`config.mk`:
```
export PLATFORM = sky130hd
export DESIGN_NAME = move_resolver
export DESIGN_NICKNAME = d
export VERILOG_FILES = /design/src/rtl/pbs_pkg.sv /design/src/rtl/lfsr8.sv /design/src/rtl/move_resolver.sv
export SDC_FILE = /design/constraint.sdc
export NUM_CORES = 1
export LEC_CHECK = 0
export ABC_AREA = 1
export BUFFER_PORTS_ARGS = -buffer_cell sky130_fd_sc_hd__buf_2
export CAP_MARGIN = 30
export CORE_ASPECT_RATIO = 0.75
export CORE_UTILIZATION = 57
export CTS_BUF_LIST = sky130_fd_sc_hd__clkbuf_2
export CTS_CLUSTER_SIZE = 10
export DETAILED_ROUTE_END_ITERATION = 16
export HOLD_SLACK_MARGIN = 0.1
export PLACE_DENSITY = 0.8
export SLEW_MARGIN = 20
export SYNTH_ARGS = -nofsm -noshare
export SYNTH_HDL_FRONTEND = slang
export SYNTH_SLANG_ARGS = --single-unit
```
`constraint.sdc`:
```
create_clock -name clk -period 1.7 [get_ports clk]
set_input_delay 0.085 -clock clk [delete_from_list [all_inputs] [get_ports clk]]
set_output_delay 0.085 -clock clk [all_outputs]
set_load 0.005 [all_outputs]
```
`src/rtl/pbs_pkg.sv`:
```
// Shared definitions for the battle-system blocks: move table, FSM states, LFSR seed and taps.
package pbs_pkg;

  localparam logic [7:0] LFSR_SEED = 8'hA5;
  // Feedback from bits 8,6,5,4 (1-based) of the shift register.
  localparam logic [7:0] LFSR_TAPS = 8'hB8;

  // Indexed by move number: element [0] is move 0.
  localparam logic [3:0][3:0] MOVE_DMG = {4'd9, 4'd6, 4'd4, 4'd2};
  localparam logic [3:0][3:0] MOVE_ACC = {4'd3, 4'd7, 4'd11, 4'd15};

  typedef enum logic [2:0] {
    ST_IDLE    = 3'd0,
    ST_SELECT  = 3'd1,
    ST_ROLL    = 3'd2,
    ST_RESOLVE = 3'd3,
    ST_DONE    = 3'd4
  } state_e;

  function automatic logic [3:0] sat_double(input logic [3:0] v);
    logic [4:0] d;
    d = {v, 1'b0};
    return d[4] ? 4'hF : d[3:0];
  endfunction

endpackage

```
`src/rtl/lfsr8.sv`:
```
// Free-running 8-bit Fibonacci LFSR; shared random source for combat and AI logic.
module lfsr8
  import pbs_pkg::*;
(
  input  logic       clk,
  input  logic       reset_n,
  output logic [7:0] q
);

  // Shift every cycle; a nonzero seed keeps the sequence off the all-zero lockup state.
  always_ff @(posedge clk) begin
    if (!reset_n) begin
      q <= LFSR_SEED;
    end else begin
      q <= {q[6:0], ^(q & LFSR_TAPS)};
    end
  end

endmodule

```
`src/rtl/move_resolver.sv`:
```
// Resolves one attack: picks the move, rolls accuracy, reports hit/damage four cycles after start.
// Optional critical hits are enabled by defining CRIT_HIT_EN.
module move_resolver
  import pbs_pkg::*;
(
  input  logic       clk,
  input  logic       reset_n,
  input  logic       start,
  input  logic       attacker,
  input  logic [1:0] p_move,
  output logic       busy,
  output logic       done,
  output logic [1:0] move_used,
  output logic       hit,
  output logic [3:0] dmg,
  output logic       crit
);

  state_e      state_r, state_s;
  logic [7:0]  lfsr_q_s;
  logic        att_r;
  logic [1:0]  pmove_r;
  logic [1:0]  sel_r;
  logic [3:0]  roll_r;
  logic        busy_r, done_r, hit_r;
  logic [1:0]  move_used_r;
  logic [3:0]  dmg_r;
  logic        hit_s;
  logic [3:0]  dmg_s;
  logic        crit_s;

  lfsr8 u_lfsr (
    .clk     (clk),
    .reset_n (reset_n),
    .q       (lfsr_q_s)
  );

  // Next-state logic: every busy state lasts exactly one cycle.
  always_comb begin
    state_s = state_r;
    case (state_r)
      ST_IDLE: begin
        if (start) state_s = ST_SELECT;
        else       state_s = ST_IDLE;
      end
      ST_SELECT:  state_s = ST_ROLL;
      ST_ROLL:    state_s = ST_RESOLVE;
      ST_RESOLVE: state_s = ST_DONE;
      ST_DONE:    state_s = ST_IDLE;
      default:    state_s = ST_IDLE;
    endcase
  end

`ifdef CRIT_HIT_EN
  logic [3:0] critroll_r;
  logic       crit_r;

  // Outcome of the latched roll; a max critroll on a hit doubles damage.
  always_comb begin
    hit_s  = (roll_r <= MOVE_ACC[sel_r]);
    crit_s = hit_s && (critroll_r == 4'hF);
    if (crit_s)     dmg_s = sat_double(MOVE_DMG[sel_r]);
    else if (hit_s) dmg_s = MOVE_DMG[sel_r];
    else            dmg_s = 4'd0;
  end

  // Critical-hit roll and flag, captured alongside the accuracy roll and results.
  always_ff @(posedge clk) begin
    if (!reset_n) begin
      critroll_r <= 4'd0;
      crit_r     <= 1'b0;
    end else begin
      if (state_r == ST_ROLL)    critroll_r <= lfsr_q_s[7:4];
      if (state_r == ST_RESOLVE) crit_r     <= crit_s;
    end
  end

  assign crit = crit_r;
`else
  logic unused_crit_bits_s;

  // Outcome of the latched roll.
  always_comb begin
    hit_s  = (roll_r <= MOVE_ACC[sel_r]);
    crit_s = 1'b0;
    if (hit_s) dmg_s = MOVE_DMG[sel_r];
    else       dmg_s = 4'd0;
  end

  assign unused_crit_bits_s = ^{lfsr_q_s[7:4], crit_s};
  assign crit               = 1'b0;
`endif

  // Sequencer and datapath; published results change only when a new attack resolves.
  always_ff @(posedge clk) begin
    if (!reset_n) begin
      state_r     <= ST_IDLE;
      att_r       <= 1'b0;
      pmove_r     <= 2'd0;
      sel_r       <= 2'd0;
      roll_r      <= 4'd0;
      busy_r      <= 1'b0;
      done_r      <= 1'b0;
      move_used_r <= 2'd0;
      hit_r       <= 1'b0;
      dmg_r       <= 4'd0;
    end else begin
      state_r <= state_s;
      busy_r  <= (state_s != ST_IDLE);
      done_r  <= (state_s == ST_DONE);
      case (state_r)
        ST_IDLE: begin
          if (start) begin
            att_r   <= attacker;
            pmove_r <= p_move;
          end
        end
        ST_SELECT:  sel_r  <= att_r ? lfsr_q_s[1:0] : pmove_r;
        ST_ROLL:    roll_r <= lfsr_q_s[3:0];
        ST_RESOLVE: begin
          move_used_r <= sel_r;
          hit_r       <= hit_s;
          dmg_r       <= dmg_s;
        end
        default: ;
      endcase
    end
  end

  assign busy      = busy_r;
  assign done      = done_r;
  assign move_used = move_used_r;
  assign hit       = hit_r;
  assign dmg       = dmg_r;

endmodule

```
==> results.toml, run 1 <==
[final_layout]
post-route-util_pct = 75.7
drive_gt1_share_pct = 27.9
multi_input_area_um2 = 462
regArea_um2 = 566
final_nets = 159
syn2layout_area_growth_pct = 22.6
fill_cells = 133
n_antenna_cell = 0

[global_routing]
first_global_vias = 738
grt_max_degree = 17
antenna_found_initial = 0
grt_pass1_wl_mm = 3.12
grt_overflow_total = 0
grt_usage_pct = 21.8

[floorplanning]
top_level_ports = 16
core-area_mm2 = 0.00176
die_h_um = 39.8
die_w_um = 52.4
rows = 13
dieArea_mm2 = 0.00208
initial_core_util_pct = 61.8

[timing]
clock.fmax_mhz = 603
fin_crit_ps = 1660
slew_viol_final = 0
fin_hold_ws_ps = 443
finalCritPeriodShare_pct = 97.5
skew_ps = 2.71
hold_violations = 0
setup_violations = 0

[clock_network]
clockBufferDepth = 2
cts-root-buf = "clkbuf_2"
h-tree-depth = 1
cts.sink_count = 28
clk_latency_ps = 350
cts_tree = "done"
clkSlewWorstSetupHoldPaths_ps = 250
cts_setup_buffers = 0
cts_made_buffers = 3

[drt]
drc_errors = 0
wl_per_cell_um = 12.3
drt_first_pass_iters = 4
wirelength_mm = 2.09
dr_total_vias = 873
drt-initial-drc-count = 13
postRouteAntennaNets = 0
viasPerCell = 5.17

[synthesis]
synth_nets = 136
ys_top_cells_by_area = "dfxtp_1 52%, a21oi_1 7.8%, inv_1 6.6%"
syn_inst = 125
synth_seq_cells = 28
yosys.area.top_type_share_pct = 51.7
syn_area_per_cell_um2 = 8.68
seq_area_frac_synth_pct = 51.7
ys_warn_count = 0
synth.distinct_cells = 21
synth_top_area_cell = "dfxtp_1"
netlist_area_mm2 = 0.00108

[worst_setup_path]
cp-start-kind = "flip-flop"
worstPathArrival_ps = 1950
crit_path_end_kind = "flip-flop"
required_ps = 2000
critPathMaxFanout = 4
worstSetupPathType = "flip-flop to flip-flop"

[placed_design]
port_buffers = 14
gp_congestion = 0.732
dp_hpwl_mm = 1.30

[job]
maxCapViolations = 0

[power]
peakVddDrop_mv = 1.11
p_per_area_mw_per_mm2 = 1010
p_leak_nw = 0.588

[run_status]
status = "finished clean"

[min_path]
hold_class = "flip-flop to flip-flop"
[cell type report]
| class | instances | share of cell area [%] |
|---|---|---|
| Clock buffer | 3 | 1.13 |
| Clock inverter | 1 | 2.26 |
| Inverter | 21 | 6.02 |
| Multi-Input combinational cell | 72 | 34.7 |
| Sequential cell | 28 | 42.5 |
| Tap cell | 22 | 2.07 |
| Timing Repair Buffer | 22 | 11.3 |
[repair_timing]
item                                    4_1_cts  5_1_grt
resized for setup                             2       13
pin swaps                                     0        6
endpoints found under the hold margin        17        0
endpoints found under the setup margin        3        4
hold buffers                                  8        0
[path summary, 6_finish.rpt]
kind                                 end  slack, ps  cells after the start              startpoint
setup / recovery        hit$_SDFFE_PN0N_         40                      9   sel_r[1]$_SDFFE_PN0P_
hold / removal    u_lfsr.q[3]$_SDFF_PN0_        440                      2  u_lfsr.q[2]$_SDFF_PN1_
setup reg to reg        hit$_SDFFE_PN0N_         40                      9   sel_r[1]$_SDFFE_PN0P_
hold reg to reg   u_lfsr.q[3]$_SDFF_PN0_        440                      2  u_lfsr.q[2]$_SDFF_PN1_
[flip-flops by register name (all words and copies together) (netlist names), 2 cells and up]
| signal | flops |
|---|---|
| roll_r | 4 |
| move_used | 2 |
| state_r | 3 |
| pmove_r | 2 |
| sel_r | 2 |
| u_lfsr.q | 8 |
| dmg | 3 |
[worst max-delay path, stage by stage, from the launching register on]
cell     delay (ps)
dfxtp_4         420
inv_2            50
ha_2            160
or2_4           250
inv_2            70
ha_4            120
nand2_2          60
o21ai_4         180
nand2_1         110
a21oi_1         180
[cells in the mapped netlist]
cell	number
inv_1	19
o21ai_4	1
nand3_2	2
buf_2	2
buf_4	2
ha_1	5
conb_1	1
nand3_1	4
clkinv_2	1
nor2_1	4
dfxtp_1	28
xor2_1	1
o21ai_1	1
or2_2	4
inv_2	1
nand3_4	1
xnor2_1	1
o21ai_0	13
a31oi_1	1
a21oi_1	17
nand2_1	16
[power breakdown]
part	switching [W]	internal (W)	leakage [nW]	total, W
combinational	0.000109	0.0000913	0.329	0.000201
sequential	0.0000402	0.000714	0.232	0.000754
clock	0.000190	0.000202	0.0266	0.000392
[per-stage QoR]
step / instances / cell area, um2 / setup WS [ps] / power, W / TNS, ps
floorplan: 125 / 1080 / 173 / 0.000873 / 0
global route: 169 / 1330 / -44.4 / 0.00142 / -44.4
CTS: 169 / 1280 / 6.87 / 0.00133 / 0
finish: 169 / 1330 / 42.9 / 0.00135 / 0
detailed placement: 157 / 1160 / 21.9 / 0.000920 / 0
global placement: 157 / 1160 / 70.0 / 0.000910 / 0
[logic make-up after synthesis]
logic type	Yosys count	share of synthesized area (%)
AOI/OAI and AO/OA	33	16.4
and+or+nand+nor	31	14.5
DFF	28	51.7
buffers and inverters	25	9.69
adders and majority gates	5	5.77
xor gates and xnor gates	2	1.62
other	1	0.346
[placed cells by master, fill, tap and decap left out]
master / Yosys / layout
bufinv_16: 0 / 1
o21ai_4: 1 / 1
or2_2: 4 / 3
inv_2: 1 / 4
conb_1: 1 / 1
or2_4: 0 / 1
clkinv_2: 1 / 1
o21ai_0: 13 / 13
nand3_1: 4 / 1
buf_2: 2 / 14
inv_1: 19 / 16
ha_1: 5 / 3
nand2_2: 0 / 1
nor2_1: 4 / 4
a21oi_2: 0 / 2
a31oi_1: 1 / 1
dfxtp_2: 0 / 1
xor2_1: 1 / 1
o21ai_1: 1 / 1
dlygate4sd3_1: 0 / 8
ha_2: 0 / 1
nand3_4: 1 / 1
dfxtp_1: 28 / 26
nand2_1: 16 / 15
dfxtp_4: 0 / 1
ha_4: 0 / 1
nand3_2: 2 / 5
clkbuf_2: 0 / 3
xnor2_1: 1 / 1
a21oi_1: 17 / 15
[routing by layer]
metal | GRT usage [%] | wire length [um] | share of wire [%] | vias up
met5 | 0 | 0 | 0 | -
met4 | 3.95 | 12 | 0.57 | 0
li1 | - | - | - | 446
met3 | 8.14 | 81 | 3.9 | 2
met2 | 37.7 | 1030 | 49 | 24
met1 | 26.3 | 961 | 46 | 401
No activity file was read; power rests on OpenSTA's default activity.
==> run 2, diff against run 1 <==
--- a/config.mk
+++ b/config.mk
@@ -9,12 +9,12 @@
 export BUFFER_PORTS_ARGS = -buffer_cell sky130_fd_sc_hd__buf_2
 export CAP_MARGIN = 30
 export CORE_ASPECT_RATIO = 0.75
-export CORE_UTILIZATION = 57
+export CORE_UTILIZATION = 47
 export CTS_BUF_LIST = sky130_fd_sc_hd__clkbuf_2
 export CTS_CLUSTER_SIZE = 10
 export DETAILED_ROUTE_END_ITERATION = 16
 export HOLD_SLACK_MARGIN = 0.1
-export PLACE_DENSITY = 0.8
+export PLACE_DENSITY = 0.68
 export SLEW_MARGIN = 20
 export SYNTH_ARGS = -nofsm -noshare
 export SYNTH_HDL_FRONTEND = slang
==> results.toml, run 2 (same netlist as run 1, synthesis figures left out) <==
[worst_setup_path]
worstSetupPathType = "flip-flop to flip-flop"
worst_path_dominant_cell_family = "simple AND/OR/NAND/NOR gates"
crit_start = "sel_r[0]$_SDFFE_PN0P_"
r2r-end = "dmg[1]$_SDFFE_PN0N_"
crit_path_top_delay_cell = "dfxtp_2"
worstPathArrival_ps = 1880
crit_path_end_kind = "flip-flop"
critPathMaxFanout = 4
ff2ff_setup_slack_ps = 140
cp_num_buf_inv = 2
crit_path_end = "dmg[1]$_SDFFE_PN0N_"
cp-start-kind = "flip-flop"
cp_common_cell = "inv_2"
r2r_start = "sel_r[0]$_SDFFE_PN0P_"
ff2ff_path_depth = 9
required_ps = 2020
cp.depth = 9
cpPeakStageDelay_ps = 400
crit_chain = "inv_2 -> ha_1 -> or2_4 -> inv_2 -> ha_4 -> nand2_2 -> o21ai_4 -> nand3_2 -> a21oi_2"

[power]
p_leak_nw = 0.595
p_comb_share_pct = 14.5
p_int_w = 0.00101
p_per_area_mw_per_mm2 = 1010
peakVddDrop_mv = 0.686
clkPwrFrac_pct = 29.6
seq_power_share_pct = 55.9
power.net_switching_w = 0.000337
sw_frac_of_total_pct = 25.1

[timing]
fin_tns_setup_ps = 0
skew_ps = 4.77
finalCritPeriodShare_pct = 91.6
slew_viol_final = 0
hold_violations = 0
clock.fmax_mhz = 642
fin_crit_ps = 1560
setup_violations = 0
rsz0062_at_grt = "no"

[final_layout]
drive_gt1_share_pct = 26.4
regArea_um2 = 568
n_antenna_cell = 0
final_common_cell = "dfxtp_1"
multi_input_area_um2 = 445
fill_cells = 185
post-route-util_pct = 63.6
final_cell_mix = "24 x dfxtp_1, 17 x inv_1, 16 x a21oi_1, 15 x nand2_1, 14 x buf_2"
largest_register = "u_lfsr.q"
largest_reg_flops = 8
top_regs = "u_lfsr.q: 8 flops, roll_r: 4 flops"
syn2layout_area_growth_pct = 22.3
final_nets = 160

[floorplanning]
initial_core_util_pct = 52.0
rows = 14
core-area_mm2 = 0.00208
die_h_um = 43.6
dieArea_mm2 = 0.00251
top_level_ports = 16
die_w_um = 57.5

[drt]
dr_wl_met2_um = 830
drc_errors = 3
drt-initial-drc-count = 22
dr_total_vias = 826
highest_layer = "met4"
wl_per_cell_um = 10.9
viasPerCell = 4.80
wl_met3_um = 68
postRouteAntennaNets = 0
wirelength_mm = 1.87
drt_first_pass_iters = 10
wl_met1_um = 961

[global_routing]
grt_pass1_wl_mm = 3.31
grt_max_degree = 17
grt_overflow_total = 0
antenna_found_initial = 0
grt_usage_pct = 17.8
first_global_vias = 779

[clock_network]
cts.sink_count = 28
cts_tree = "done"
h-tree-depth = 1
cts-root-buf = "clkbuf_2"
clk_latency_ps = 360
clkSlewWorstSetupHoldPaths_ps = 260
cts_made_buffers = 3
clockBufferDepth = 2

[placed_design]
gp_congestion = 0.772
port_buffers = 14
dp_hpwl_mm = 1.27

[job]
maxCapViolations = 0

[min_path]
min_delay_path_depth = 2
hold_class = "flip-flop to flip-flop"

[run_status]
status = "complete, but fails checks"
violations = "DRC"
[run 2: metrics by stage]
step	area, um2	hold WS [ps]	setup slack (ps)	total power, W	std cells
2_1_floorplan	1080	223	173	0.000873	125
3_3_place_gp	1160	362	75.7	0.000913	159
3_5_place_dp	1160	380	26.6	0.000918	159
4_1_cts	1290	449	5.65	0.00133	171
5_1_grt	1330	493	14.2	0.00142	172
6_report	1330	446	143	0.00135	172
[run 2: worst min path at each step]
stage / from / to / slack, ps
6_report: u_lfsr.q[2]$_SDFF_PN1_ / u_lfsr.q[3]$_SDFF_PN0_ / 450
3_5_place_dp: p_move[0] / pmove_r[0]$_SDFFE_PN0P_ / 380
5_1_grt: pmove_r[0]$_SDFFE_PN0P_ / pmove_r[0]$_SDFFE_PN0P_ / 490
2_1_floorplan: reset_n / att_r$_SDFFE_PN0P_ / 220
4_1_cts: u_lfsr.q[6]$_SDFF_PN0_ / u_lfsr.q[7]$_SDFF_PN1_ / 450
3_3_place_gp: attacker / att_r$_SDFFE_PN0P_ / 360
[run 2: final cells by class]
class	instances	share of cell area, %
Multi-Input combinational cell	72	33.6
Clock inverter	1	2.26
Clock buffer	3	1.13
Timing Repair Buffer	23	11.9
Tap cell	24	2.26
Inverter	21	6.04
Sequential cell	28	42.8
[run 2: tightest hold or removal path, delay by kind of cell (launching register included)]
family	cells	cell delay, ps
flops	1	370
buf+inv	1	30
simple gates	1	50
[run 2: power groups by stage]
stage	clock network, W	registers, W	logic, W
6_report	0.000398	0.000752	0.000195
5_1_grt	0.000434	0.000761	0.000225
4_1_cts	0.000408	0.000751	0.000174
3_5_place_dp	0	0.000763	0.000156
3_3_place_gp	0	0.000761	0.000152
2_1_floorplan	0	0.000755	0.000118
[run 2: repair_timing]
| action | 4_1_cts | 5_1_grt |
|---|---|---|
| endpoints found under the setup margin | 3 | 5 |
| hold buffers | 8 | 0 |
| setup buffers | 0 | 1 |
| pin swaps | 0 | 3 |
| resized for setup | 1 | 11 |
| endpoints found under the hold margin | 17 | 0 |
[run 2: per-layer routing]
metal / vias up / GRT usage (%)
met2: 15 / 28.4
li1: 440 / -
met1: 369 / 23.2
met5: - / 0
met4: 0 / 4.39
met3: 2 / 6.27
==> run 3, diff against run 2 <==
--- a/config.mk
+++ b/config.mk
@@ -14,7 +14,7 @@
 export CTS_CLUSTER_SIZE = 10
 export DETAILED_ROUTE_END_ITERATION = 16
 export HOLD_SLACK_MARGIN = 0.1
-export PLACE_DENSITY = 0.68
+export PLACE_DENSITY = 0.7
 export SLEW_MARGIN = 20
 export SYNTH_ARGS = -nofsm -noshare
 export SYNTH_HDL_FRONTEND = slang
==> results.toml, run 3 (same netlist as run 1, synthesis figures left out) <==
[run_status]
status = "complete, but fails checks"
violations = "DRC"

[final_layout]
multi_input_area_um2 = 427
largest_reg_flops = 8
largest_register = "u_lfsr.q"
fill_cells = 176
final_nets = 161
final_common_cell = "dfxtp_1"
final_cell_mix = "26 x dfxtp_1, 17 x a21oi_1, 16 x inv_1, 16 x nand2_1, 14 x buf_2"
top_regs = "u_lfsr.q: 8 flops, roll_r: 4 flops"
regArea_um2 = 563
stdcell_count = 172
syn2layout_area_growth_pct = 18.0
n_antenna_cell = 0
drive_gt1_share_pct = 23.6

[min_path]
hp-start = "u_lfsr.q[2]$_SDFF_PN1_"
hold_class = "flip-flop to flip-flop"
min_delay_path_depth = 2
hold_end = "u_lfsr.q[3]$_SDFF_PN0_"

[timing]
hold_violations = 0
fin_hold_ws_ps = 443
fin_tns_setup_ps = 0
setup_violations = 0
clock.fmax_mhz = 629
fin_crit_ps = 1590
finalCritPeriodShare_pct = 93.6
slew_viol_final = 0
skew_ps = 1.31
rsz0062_at_grt = "no"

[drt]
drt-initial-drc-count = 14
dr_total_vias = 831
drc_errors = 1
wirelength_mm = 1.88
drt_first_pass_iters = 12
wl_per_cell_um = 10.9
postRouteAntennaNets = 0
viasPerCell = 4.83

[power]
total_power_w = 0.00117
p_leak_nw = 0.587
peakVddDrop_mv = 0.555
p_per_area_mw_per_mm2 = 915

[worst_setup_path]
critPathMaxFanout = 4
r2r_start = "sel_r[0]$_SDFFE_PN0P_"
worstPathArrival_ps = 1900
crit_path_end_kind = "flip-flop"
ff2ff_setup_slack_ps = 110
r2r-end = "dmg[0]$_SDFFE_PN0N_"
cp-start-kind = "flip-flop"
worstSetupPathType = "flip-flop to flip-flop"
required_ps = 2000
ff2ff_path_depth = 9

[clock_network]
h-tree-depth = 1
cts.sink_count = 28
cts-root-buf = "clkbuf_2"
clockBufferDepth = 2
clk_latency_ps = 350
cts_made_buffers = 3
cts_tree = "done"
clkSlewWorstSetupHoldPaths_ps = 230

[floorplanning]
core-area_mm2 = 0.00208
initial_core_util_pct = 52.0
die_h_um = 43.6
rows = 14
dieArea_mm2 = 0.00251
die_w_um = 57.5
top_level_ports = 16

[global_routing]
grt_overflow_total = 0
first_global_vias = 765
grt_max_degree = 17
grt_pass1_wl_mm = 3.26
grt_usage_pct = 17.8
antenna_found_initial = 0

[placed_design]
dp.cells = 159
dp_hpwl_mm = 1.29
port_buffers = 14
gp_congestion = 0.743

[job]
maxCapViolations = 0
-- run 3: timing repair --
action | in CTS | in global routing
resized for setup | 2 | 5
hold endpoints to repair | 17 | 0
setup endpoints to repair | 1 | 4
pin swaps | 0 | 4
hold buffers | 8 | 0
buffers inserted | 0 | 2
-- run 3: worst max-delay path by stage --
| stage | from | to | slack, ps | cells after the start |
|---|---|---|---|---|
| after floorplan | sel_r[1]$_SDFFE_PN0P_ | dmg[0]$_SDFFE_PN0N_ | 170 | 9 |
| after global routing | state_r[0]$_SDFF_PN0_ | att_r$_SDFFE_PN0P_ | 20 | 5 |
| after CTS | sel_r[0]$_SDFFE_PN0P_ | dmg[0]$_SDFFE_PN0N_ | 20 | 9 |
| final | sel_r[0]$_SDFFE_PN0P_ | dmg[0]$_SDFFE_PN0N_ | 110 | 9 |
| after detailed placement | sel_r[1]$_SDFFE_PN0P_ | dmg[0]$_SDFFE_PN0N_ | 30 | 9 |
| after global placement | sel_r[1]$_SDFFE_PN0P_ | dmg[2]$_SDFFE_PN0N_ | 80 | 9 |
-- run 3: metrics by stage --
stage / instance area (um2) / worst slack, ps / util, %
4_1_cts: 1260 / 17.3 / 60.3
2_1_floorplan: 1080 / 173 / -
6_report: 1280 / 109 / 61.4
3_3_place_gp: 1160 / 79.5 / 55.6
3_5_place_dp: 1160 / 30.4 / 55.6
5_1_grt: 1280 / 22.9 / 61.4
-- run 3: power by group --
group	internal, W	switching [W]	total (W)
combinational	0.0000889	0.000101	0.000190
clock	0.0000479	0.000182	0.000230
sequential	0.000714	0.0000369	0.000751
-- run 3: cell type report --
class                   count  share of cell area [%]
flip-flops and latches     28                    44.0
multi-input cells          72                    33.3
repair buffers             24                    12.9
inverters                  21                    6.26
well taps                  24                    2.35
clock buffers               3                    1.17
-- run 3: worst max-delay path, stage by stage (launching register included) --
cell	delay (ps)
dfxtp_2	390
inv_2	60
ha_1	180
or2_4	250
inv_2	50
ha_1	110
nand2_1	80
o21ai_4	160
nand3_1	90
a21oi_1	160
-- run 3: routing by layer --
metal | up-vias | GRT usage (%) | routed length, um | share of wire [%]
met5 | - | 0 | 0 | 0
met4 | 0 | 5.85 | 9 | 0.48
met3 | 2 | 6.27 | 73 | 3.9
met2 | 15 | 31.2 | 877 | 47
met1 | 371 | 20.5 | 919 | 49
li1 | 443 | - | - | -
